--- src/rtl/ulpi_link_tx_if.sv ---
// ulpi_link_tx_if: ULPI bus pins plus the link-side packet and register request signals.
// master = link transmitter, slave = PHY pins and packet source.
interface ulpi_link_tx_if;
  logic       DIR;
  logic       NXT;
  logic [7:0] DATA_out;
  logic       DATA_oe;
  logic       STP;
  logic [7:0] tx_data;
  logic       tx_valid;
  logic       tx_last;
  logic       tx_ready;
  logic       reg_wr;
  logic [5:0] reg_addr;
  logic [7:0] reg_data;
  logic       reg_busy;
  logic       done;
  logic       abort;

  modport master (
    input  DIR, NXT, tx_data, tx_valid, tx_last,
    input  reg_wr, reg_addr, reg_data,
    output DATA_out, DATA_oe, STP, tx_ready,
    output reg_busy, done, abort
  );

  modport slave (
    output DIR, NXT, tx_data, tx_valid, tx_last,
    output reg_wr, reg_addr, reg_data,
    input  DATA_out, DATA_oe, STP, tx_ready,
    input  reg_busy, done, abort
  );
endinterface

--- src/rtl/ulpi_link_tx.sv ---
// ulpi_link_tx: ULPI link transmitter (TX CMD packets, PHY register writes).
// Define ULPI_TX_CRC_EN to append CRC16 to data-PID packets.
module ulpi_link_tx #(
  parameter int unsigned TIMEOUT = 255
) (
  input logic           clk_ext,
  input logic           rst,
  ulpi_link_tx_if.master bus
);
  typedef enum logic [3:0] {
    IDLE, CMD, DATA, CRC0, CRC1,
    RCMD, RDATA, STOP, DRAIN
  } state_e;

  state_e     state_q, state_d;
  logic [7:0] cnt_q, cnt_d;
  logic       dir_q, dir_d;
  logic       stp_q, stp_d;
  logic       ff_q, ff_d;
  logic       done_q, done_d;
  logic       abort_q, abort_d;
  logic       busy_q, busy_d;
  logic       is_reg_q, is_reg_d;
  logic [5:0] addr_q, addr_d;
  logic [7:0] wdat_q, wdat_d;
  logic       tx_ready;
  logic       waiting;
  logic       tmo;
  logic       crc_pid;
  logic [15:0] crc_out;
  logic [7:0] dout;

  assign tx_ready = (state_q == DRAIN) |
    (!bus.DIR & bus.NXT & bus.tx_valid &
     ((state_q == CMD) | (state_q == DATA)));
  assign waiting = state_q inside {CMD, DATA, CRC0, CRC1, RCMD, RDATA};
  assign tmo = waiting & !bus.NXT &
    (cnt_q == 8'(TIMEOUT - 1));
  assign dir_d = bus.DIR;

`ifdef ULPI_TX_CRC_EN
  logic [15:0] crc_q, crc_d;
  logic        pid_q, pid_d;
  logic        pid_acc, byte_acc;

  function automatic logic [15:0] crc16_upd(
    input logic [15:0] c, input logic [7:0] b);
    logic [15:0] r;
    r = c;
    for (int i = 0; i < 8; i++)
      r = (r[0] ^ b[i]) ? ((r >> 1) ^ 16'hA001) : (r >> 1);
    return r;
  endfunction

  assign pid_acc  = (state_q == CMD) & tx_ready;
  assign byte_acc = (state_q == DATA) & tx_ready;

  always_comb begin
    crc_d = crc_q;
    pid_d = pid_q;
    if (pid_acc) begin
      crc_d = 16'hFFFF;
      pid_d = (bus.tx_data[1:0] == 2'b11);
    end else if (byte_acc) begin
      crc_d = crc16_upd(crc_q, bus.tx_data);
    end
  end

  always_ff @(posedge clk_ext) begin
    if (rst) begin
      crc_q <= 16'hFFFF;
      pid_q <= 1'b0;
    end else begin
      crc_q <= crc_d;
      pid_q <= pid_d;
    end
  end

  // Data PIDs have both low bits set (0x3, 0x7, 0xB, 0xF).
  assign crc_out = ~crc_q;
  assign crc_pid = (state_q == CMD) ?
    (bus.tx_data[1:0] == 2'b11) : pid_q;
`else
  assign crc_out = 16'h0000;
  assign crc_pid = 1'b0;
`endif

  always_comb begin
    state_d  = state_q;
    stp_d    = 1'b0;
    ff_d     = 1'b0;
    done_d   = 1'b0;
    abort_d  = 1'b0;
    busy_d   = busy_q;
    is_reg_d = is_reg_q;
    addr_d   = addr_q;
    wdat_d   = wdat_q;
    if (!busy_q && bus.reg_wr) begin
      busy_d = 1'b1;
      addr_d = bus.reg_addr;
      wdat_d = bus.reg_data;
    end
    unique case (state_q)
      IDLE: begin
        if (!bus.DIR && !dir_q) begin
          if (busy_q) begin
            state_d  = RCMD;
            is_reg_d = 1'b1;
          end else if (bus.tx_valid) begin
            state_d  = CMD;
            is_reg_d = 1'b0;
          end
        end
      end
      STOP: begin
        state_d = IDLE;
        if (is_reg_q) busy_d = 1'b0;
      end
      DRAIN: begin
        if (bus.tx_valid && bus.tx_last) state_d = IDLE;
      end
      default: begin
        // PHY grabbed the bus before the command byte was taken: retry later.
        if (bus.DIR) begin
          if (state_q == CMD || state_q == RCMD) begin
            state_d = IDLE;
          end else begin
            abort_d = 1'b1;
            state_d = (state_q == DATA) ? DRAIN : IDLE;
            if (is_reg_q) busy_d = 1'b0;
          end
        end else if (tmo) begin
          abort_d = 1'b1;
          stp_d   = 1'b1;
          ff_d    = 1'b1;
          state_d = (state_q == CMD || state_q == DATA) ? DRAIN : IDLE;
          if (is_reg_q) busy_d = 1'b0;
        end else if (bus.NXT) begin
          unique case (state_q)
            CMD:  state_d = bus.tx_last ? (crc_pid ? CRC0 : STOP) : DATA;
            DATA: begin
              if (bus.tx_valid) begin
                if (bus.tx_last) state_d = crc_pid ? CRC0 : STOP;
              end else begin
                stp_d   = 1'b1;
                ff_d    = 1'b1;
                abort_d = 1'b1;
                state_d = DRAIN;
              end
            end
            CRC0:    state_d = CRC1;
            CRC1:    state_d = STOP;
            RCMD:    state_d = RDATA;
            default: state_d = STOP;
          endcase
        end
      end
    endcase
    if (state_d == STOP && state_q != STOP) begin
      stp_d  = 1'b1;
      done_d = 1'b1;
    end
    if (state_d != state_q || bus.NXT || !waiting) cnt_d = '0;
    else cnt_d = cnt_q + 8'd1;
  end

  always_ff @(posedge clk_ext) begin
    if (rst) begin
      state_q  <= IDLE;
      cnt_q    <= '0;
      dir_q    <= 1'b1;
      stp_q    <= 1'b0;
      ff_q     <= 1'b0;
      done_q   <= 1'b0;
      abort_q  <= 1'b0;
      busy_q   <= 1'b0;
      is_reg_q <= 1'b0;
      addr_q   <= '0;
      wdat_q   <= '0;
    end else begin
      state_q  <= state_d;
      cnt_q    <= cnt_d;
      dir_q    <= dir_d;
      stp_q    <= stp_d;
      ff_q     <= ff_d;
      done_q   <= done_d;
      abort_q  <= abort_d;
      busy_q   <= busy_d;
      is_reg_q <= is_reg_d;
      addr_q   <= addr_d;
      wdat_q   <= wdat_d;
    end
  end

  always_comb begin
    dout = 8'h00;
    unique case (state_q)
      CMD:     dout = {4'b0100, bus.tx_data[3:0]};
      DATA:    dout = bus.tx_data;
      CRC0:    dout = crc_out[7:0];
      CRC1:    dout = crc_out[15:8];
      RCMD:    dout = {2'b10, addr_q};
      RDATA:   dout = wdat_q;
      default: dout = 8'h00;
    endcase
    if (ff_q) dout = 8'hFF;
  end

  // Bus released while PHY drives and for one turnaround cycle after.
  assign bus.DATA_oe  = !bus.DIR & !dir_q;
  assign bus.DATA_out = dout;
  assign bus.STP      = stp_q;
  assign bus.tx_ready = tx_ready;
  assign bus.reg_busy = busy_q;
  assign bus.done     = done_q;
  assign bus.abort    = abort_q;
endmodule
--- src/flat_wrapper.sv ---
// flat-port wrapper written by rule: the top's interface ports become plain ports
module ulpi_link_tx_flat 
#(
  parameter int unsigned TIMEOUT = 255
)
  (clk_ext, rst, bus_DIR, bus_NXT, bus_tx_data, bus_tx_valid, bus_tx_last, bus_reg_wr, bus_reg_addr, bus_reg_data, bus_DATA_out, bus_DATA_oe, bus_STP, bus_tx_ready, bus_reg_busy, bus_done, bus_abort);
  ulpi_link_tx_if bus_i ();
  input logic clk_ext;
  input logic rst;
  input wire logic [$bits(bus_i.DIR)-1:0] bus_DIR;
  input wire logic [$bits(bus_i.NXT)-1:0] bus_NXT;
  input wire logic [$bits(bus_i.tx_data)-1:0] bus_tx_data;
  input wire logic [$bits(bus_i.tx_valid)-1:0] bus_tx_valid;
  input wire logic [$bits(bus_i.tx_last)-1:0] bus_tx_last;
  input wire logic [$bits(bus_i.reg_wr)-1:0] bus_reg_wr;
  input wire logic [$bits(bus_i.reg_addr)-1:0] bus_reg_addr;
  input wire logic [$bits(bus_i.reg_data)-1:0] bus_reg_data;
  output wire logic [$bits(bus_i.DATA_out)-1:0] bus_DATA_out;
  output wire logic [$bits(bus_i.DATA_oe)-1:0] bus_DATA_oe;
  output wire logic [$bits(bus_i.STP)-1:0] bus_STP;
  output wire logic [$bits(bus_i.tx_ready)-1:0] bus_tx_ready;
  output wire logic [$bits(bus_i.reg_busy)-1:0] bus_reg_busy;
  output wire logic [$bits(bus_i.done)-1:0] bus_done;
  output wire logic [$bits(bus_i.abort)-1:0] bus_abort;
  assign bus_i.DIR = bus_DIR;
  assign bus_i.NXT = bus_NXT;
  assign bus_i.tx_data = bus_tx_data;
  assign bus_i.tx_valid = bus_tx_valid;
  assign bus_i.tx_last = bus_tx_last;
  assign bus_i.reg_wr = bus_reg_wr;
  assign bus_i.reg_addr = bus_reg_addr;
  assign bus_i.reg_data = bus_reg_data;
  assign bus_DATA_out = bus_i.DATA_out;
  assign bus_DATA_oe = bus_i.DATA_oe;
  assign bus_STP = bus_i.STP;
  assign bus_tx_ready = bus_i.tx_ready;
  assign bus_reg_busy = bus_i.reg_busy;
  assign bus_done = bus_i.done;
  assign bus_abort = bus_i.abort;
  ulpi_link_tx #(.TIMEOUT(TIMEOUT)) u_core (.clk_ext(clk_ext), .rst(rst), .bus(bus_i));
endmodule
--- config.mk ---
export PLATFORM = sky130hd
export DESIGN_NAME = ulpi_link_tx_flat
export DESIGN_NICKNAME = d
export VERILOG_FILES = /design/src/rtl/ulpi_link_tx_if.sv /design/src/rtl/ulpi_link_tx.sv /design/src/flat_wrapper.sv
export SDC_FILE = /design/constraint.sdc
export NUM_CORES = 1
export LEC_CHECK = 0
export ABC_AREA = 1
export CORE_MARGIN = 5
export CORE_UTILIZATION = 49
export CTS_CLUSTER_SIZE = 24
export DETAILED_ROUTE_END_ITERATION = 6
export GPL_TIMING_DRIVEN = 0
export PLACE_DENSITY_LB_ADDON = 0.25
export SLEW_MARGIN = 20
export SYNTH_ARGS = -nofsm -noshare
export SYNTH_HDL_FRONTEND = slang
export SYNTH_SLANG_ARGS = --single-unit
--- constraint.sdc ---
create_clock -name clk_ext -period 2.15 [get_ports clk_ext]
set_input_delay 0.215 -clock clk_ext [delete_from_list [all_inputs] [get_ports clk_ext]]
set_output_delay 0.215 -clock clk_ext [all_outputs]
set_load 0.02 [all_outputs]
==> Implementation_results.wiki <==
{| class="wikitable"
! Metric !! Value
|-
| Result of the run || complete, no violations
|-
| Number of violations of the max-capacitance limit || 0
|-
| Worst Slack Setup Final || 0.08818 ns
|-
| WS Path Type || reg -> out
|-
| Highest Clock Rate || 485.0 MHz
|-
| Capture point of the worst reg-to-reg path || u_core.cnt_q[2]$_SDFF_PP0_
|-
| Final worst clock skew || 0.008598 ns
|-
| Routed Antenna Nets || 0
|-
| Pin count of the biggest net entering global routing || 12
|-
| Die Height || 69.51 um
|-
| Global-route wire length before repair || 7514 um
|-
| Total number of vias || 1,835
|-
| Count of pins on the block boundary || 43
|-
| Iter 0 DRT Violations || 119
|-
| Beginning of the critical path || u_core.state_q[0]$_SDFF_PP0_
|-
| Data required time at the worst endpoint || 1.93 ns
|-
| Critical Path Start Type || flop
|-
| Static leakage power || 0.9908 nW
|-
| Syn. warnings || 0
|-
| Clock transition at the register clock pins on the worst setup and hold paths after CTS || 0.11 ns
|-
| Overall die area || 4832 um^2
|-
| Clock Latency Late Sink || 0.36 ns
|-
| Mean number of vias per cell || 5.213
|-
| Area growth from synthesis to final layout || 32.30%
|-
| Max VDD drop || 0.0003749 V
|-
| Capture point of the worst path || bus_DATA_out[1]
|-
| Fraction of final layout cells sized beyond drive strength 1 || 15.03%
|-
| First-pass iteration count of the detailed router || 4
|-
| Post-synth net total || 286
|-
| Slew @ Worst Pin || 0.4819 ns
|-
| Number of standard-cell rows in the floorplan || 21
|-
| Total wire length || 4495 um
|-
| Reg2reg start || u_core.state_q[0]$_SDFF_PP0_
|-
| Layout net count || 336
|-
| Number of antenna cells inserted || 0
|-
| Place WS || -0.1571 ns
|-
| CTS tree || built
|-
| Number of antenna violations at the first check in global routing || 0
|-
| Critical Path Sink Type || primary output
|-
| Final min period || 2.062 ns
|-
| Root buffer selected by CTS || clkbuf_4
|-
| DRC Markers || 0
|-
| Unrepaired setup endpoints after global routing || false
|-
| Final setup fails || 0
|-
| Post-Synthesis Mean Instance Area || 6.806 um^2
|-
| # fillers || 310
|-
| Final estimated routing congestion in global placement || 0.9026
|-
| Crit-path max FO || 8
|-
| Flop2flop setup slack || 0.24 ns
|-
| Synthesized instance count || 255
|-
| Initial Util || 51.20%
|-
| Worst slew margin || 67.87%
|-
| Power per unit of standard cell area || 583.6 nW/um^2
|-
| Data arrival time at the worst-slack endpoint || 1.85 ns
|-
| Fraction of the yosys area taken by sequential cells || 38.07%
|-
| Die width || 69.51 um
|-
| Fin. max-slew vios || 0
|-
| Number of hold-repair buffers added at the cts stage || 0
|-
| Cell count of the worst reg-to-reg path || 15
|-
| Count of different cell masters after synthesis || 29
|-
| Total negative slack for setup checks || 0 ns
|-
| Synthesized area || 1735 um^2
|-
| Count of port buffers added during placement || 41
|-
| Final-report hold violation count || 0
|-
| Maximum root-to-sink buffer count || 2
|-
| Level count of the clock H-tree || 2
|-
| Overall power after layout || 1.340 mW
|-
| Routed wire length per instance || 12.77 um
|-
| Remaining global-route overflow || 0
|-
| All-Layer GR Usage || 19.12%
|-
| Total clock buffers created by CTS || 5
|-
| Vias in the first global route || 1,661
|-
| Core Box Area || 3390 um^2
|-
| Seq cells post-synth || 33
|-
| Total half-perimeter wirelength after legalization and detailed placement || 3329 um
|-
| Total clock sinks || 33
|-
| Final period util || 95.90%
|-
| Worst min path class || in -> reg
|}
how the worst min path moves through the flow:
stage / from / to / cells past startpoint
2_1_floorplan: bus_reg_addr[0] / u_core.addr_q[0]$_SDFFE_PP0P_ / 2
3_3_place_gp: u_core.is_reg_q$_SDFFE_PP0P_ / u_core.bus.reg_busy$_SDFF_PP0_ / 1
3_5_place_dp: u_core.is_reg_q$_SDFFE_PP0P_ / u_core.bus.reg_busy$_SDFF_PP0_ / 1
4_1_cts: rst / u_core.state_q[0]$_SDFF_PP0_ / 2
5_1_grt: rst / u_core.state_q[0]$_SDFF_PP0_ / 2
6_report: rst / u_core.state_q[0]$_SDFF_PP0_ / 2
routing by layer:
layer | routed length (um) | share of wire [%] | track usage (%)
met1 | 2013 | 45 | 24.47
met2 | 2060 | 46 | 30.30
met5 | 0 | 0 | 0
met4 | 86 | 1.9 | 8.460
met3 | 335 | 7.5 | 4.638
Yosys cell counts:
cell	count	area, um^2
a21oi_1	5	25.02
a31oi_1	1	6.260
buf_1	1	3.750
buf_4	1	7.510
clkbuf_1	3	11.26
dfxtp_1	33	660.6
ha_1	2	25.02
inv_1	20	75.07
inv_2	4	15.01
nand2_1	57	214.0
nand2_2	4	25.02
nand2_4	1	11.26
nand3_1	17	85.08
nand3_2	2	20.02
nand3b_1	1	7.510
nand4_1	11	68.82
nor2_1	44	165.2
nor2_2	13	81.33
nor2_4	1	11.26
nor3_1	1	5.000
nor3_2	1	10.01
nor3b_1	1	7.510
nor4_2	1	12.51
o211ai_1	2	15.01
o21ai_0	18	90.09
o21ai_1	3	15.01
o41ai_1	1	8.760
xnor2_1	2	17.52
xor2_1	4	35.03
through the flow:
stage          cells  area [um^2]  util [%]  hold WS, ns
6_report         352         2296     67.74       0.2200
2_1_floorplan    255         1735         -       0.3499
4_1_cts          352         2313     68.25       0.2311
3_3_place_gp     342         2203     65.01       0.4325
3_5_place_dp     342         2203     65.01       0.4396
5_1_grt          352         2296     67.74       0.2602
logic make-up after synthesis:
kind of cell	synth area share [%]
fa+ha+maj	1.442
compound gates	9.228
buf+inv	6.488
xor+xnor	3.028
simple gates	41.75
flops	38.07
power by group:
part           internal [mW]  leakage, nW  switching, mW
clock network          0.276       0.0445          0.230
logic                 0.0829        0.675         0.0989
registers              0.637        0.271         0.0145
repair_timing:
| item | 4_1_cts | 5_1_grt |
|---|---|---|
| gates resized for setup | 13 | 12 |
| endpoints found under the setup margin | 9 | 6 |
| pin swaps | 1 | 0 |
| setup buffers | 2 | 0 |
layout make-up:
type	count	area, um^2	share of cell area, %
multi-input cells	193	977.2	42.56
clock inverters	2	37.54	1.635
plain buffers	5	22.52	0.9809
repair buffers	43	396.6	17.28
well taps	46	57.56	2.507
flip-flops and latches	33	663.1	28.88
inverters	24	90.09	3.924
clock buffers	6	51.30	2.234
critical path, cell delays in order, from the launching register on:
cell	delay [ns]
dfxtp_1	0.32
buf_4	0.18
inv_2	0.08
nor2_2	0.17
nand2_1	0.15
inv_2	0.14
nand2_1	0.06
nand4_1	0.08
clkdlybuf4s15_1	0.31
flip-flops by register name (all words and copies together), names as in the netlist:
signal / cells
u_core.wdat_q: 8
u_core.bus.abort: 1
u_core.addr_q: 6
u_core.is_reg_q: 1
u_core.cnt_q: 8
u_core.dir_q: 1
u_core.state_q: 4
u_core.bus.STP: 1
u_core.bus.done: 1
u_core.ff_q: 1
u_core.bus.reg_busy: 1
placed cells by master, fill, tap and decap left out, types with 3 or more instances in the layout:
master           instances
dfxtp_1                 31
nand3_1                 17
clkbuf_4                 5
nand2_1                 57
nor2_2                  13
dlygate4sd2_1            3
clkbuf_1                 3
nor2_1                  44
clkbuf_2                 5
inv_1                   19
o21ai_1                  3
nand2_2                  4
a21oi_1                  5
inv_2                    5
clkdlybuf4s50_1         32
buf_4                    3
o21ai_0                 18
nand4_1                 11
xor2_1                   4
Note: power is estimated with default switching activity, not from simulation.
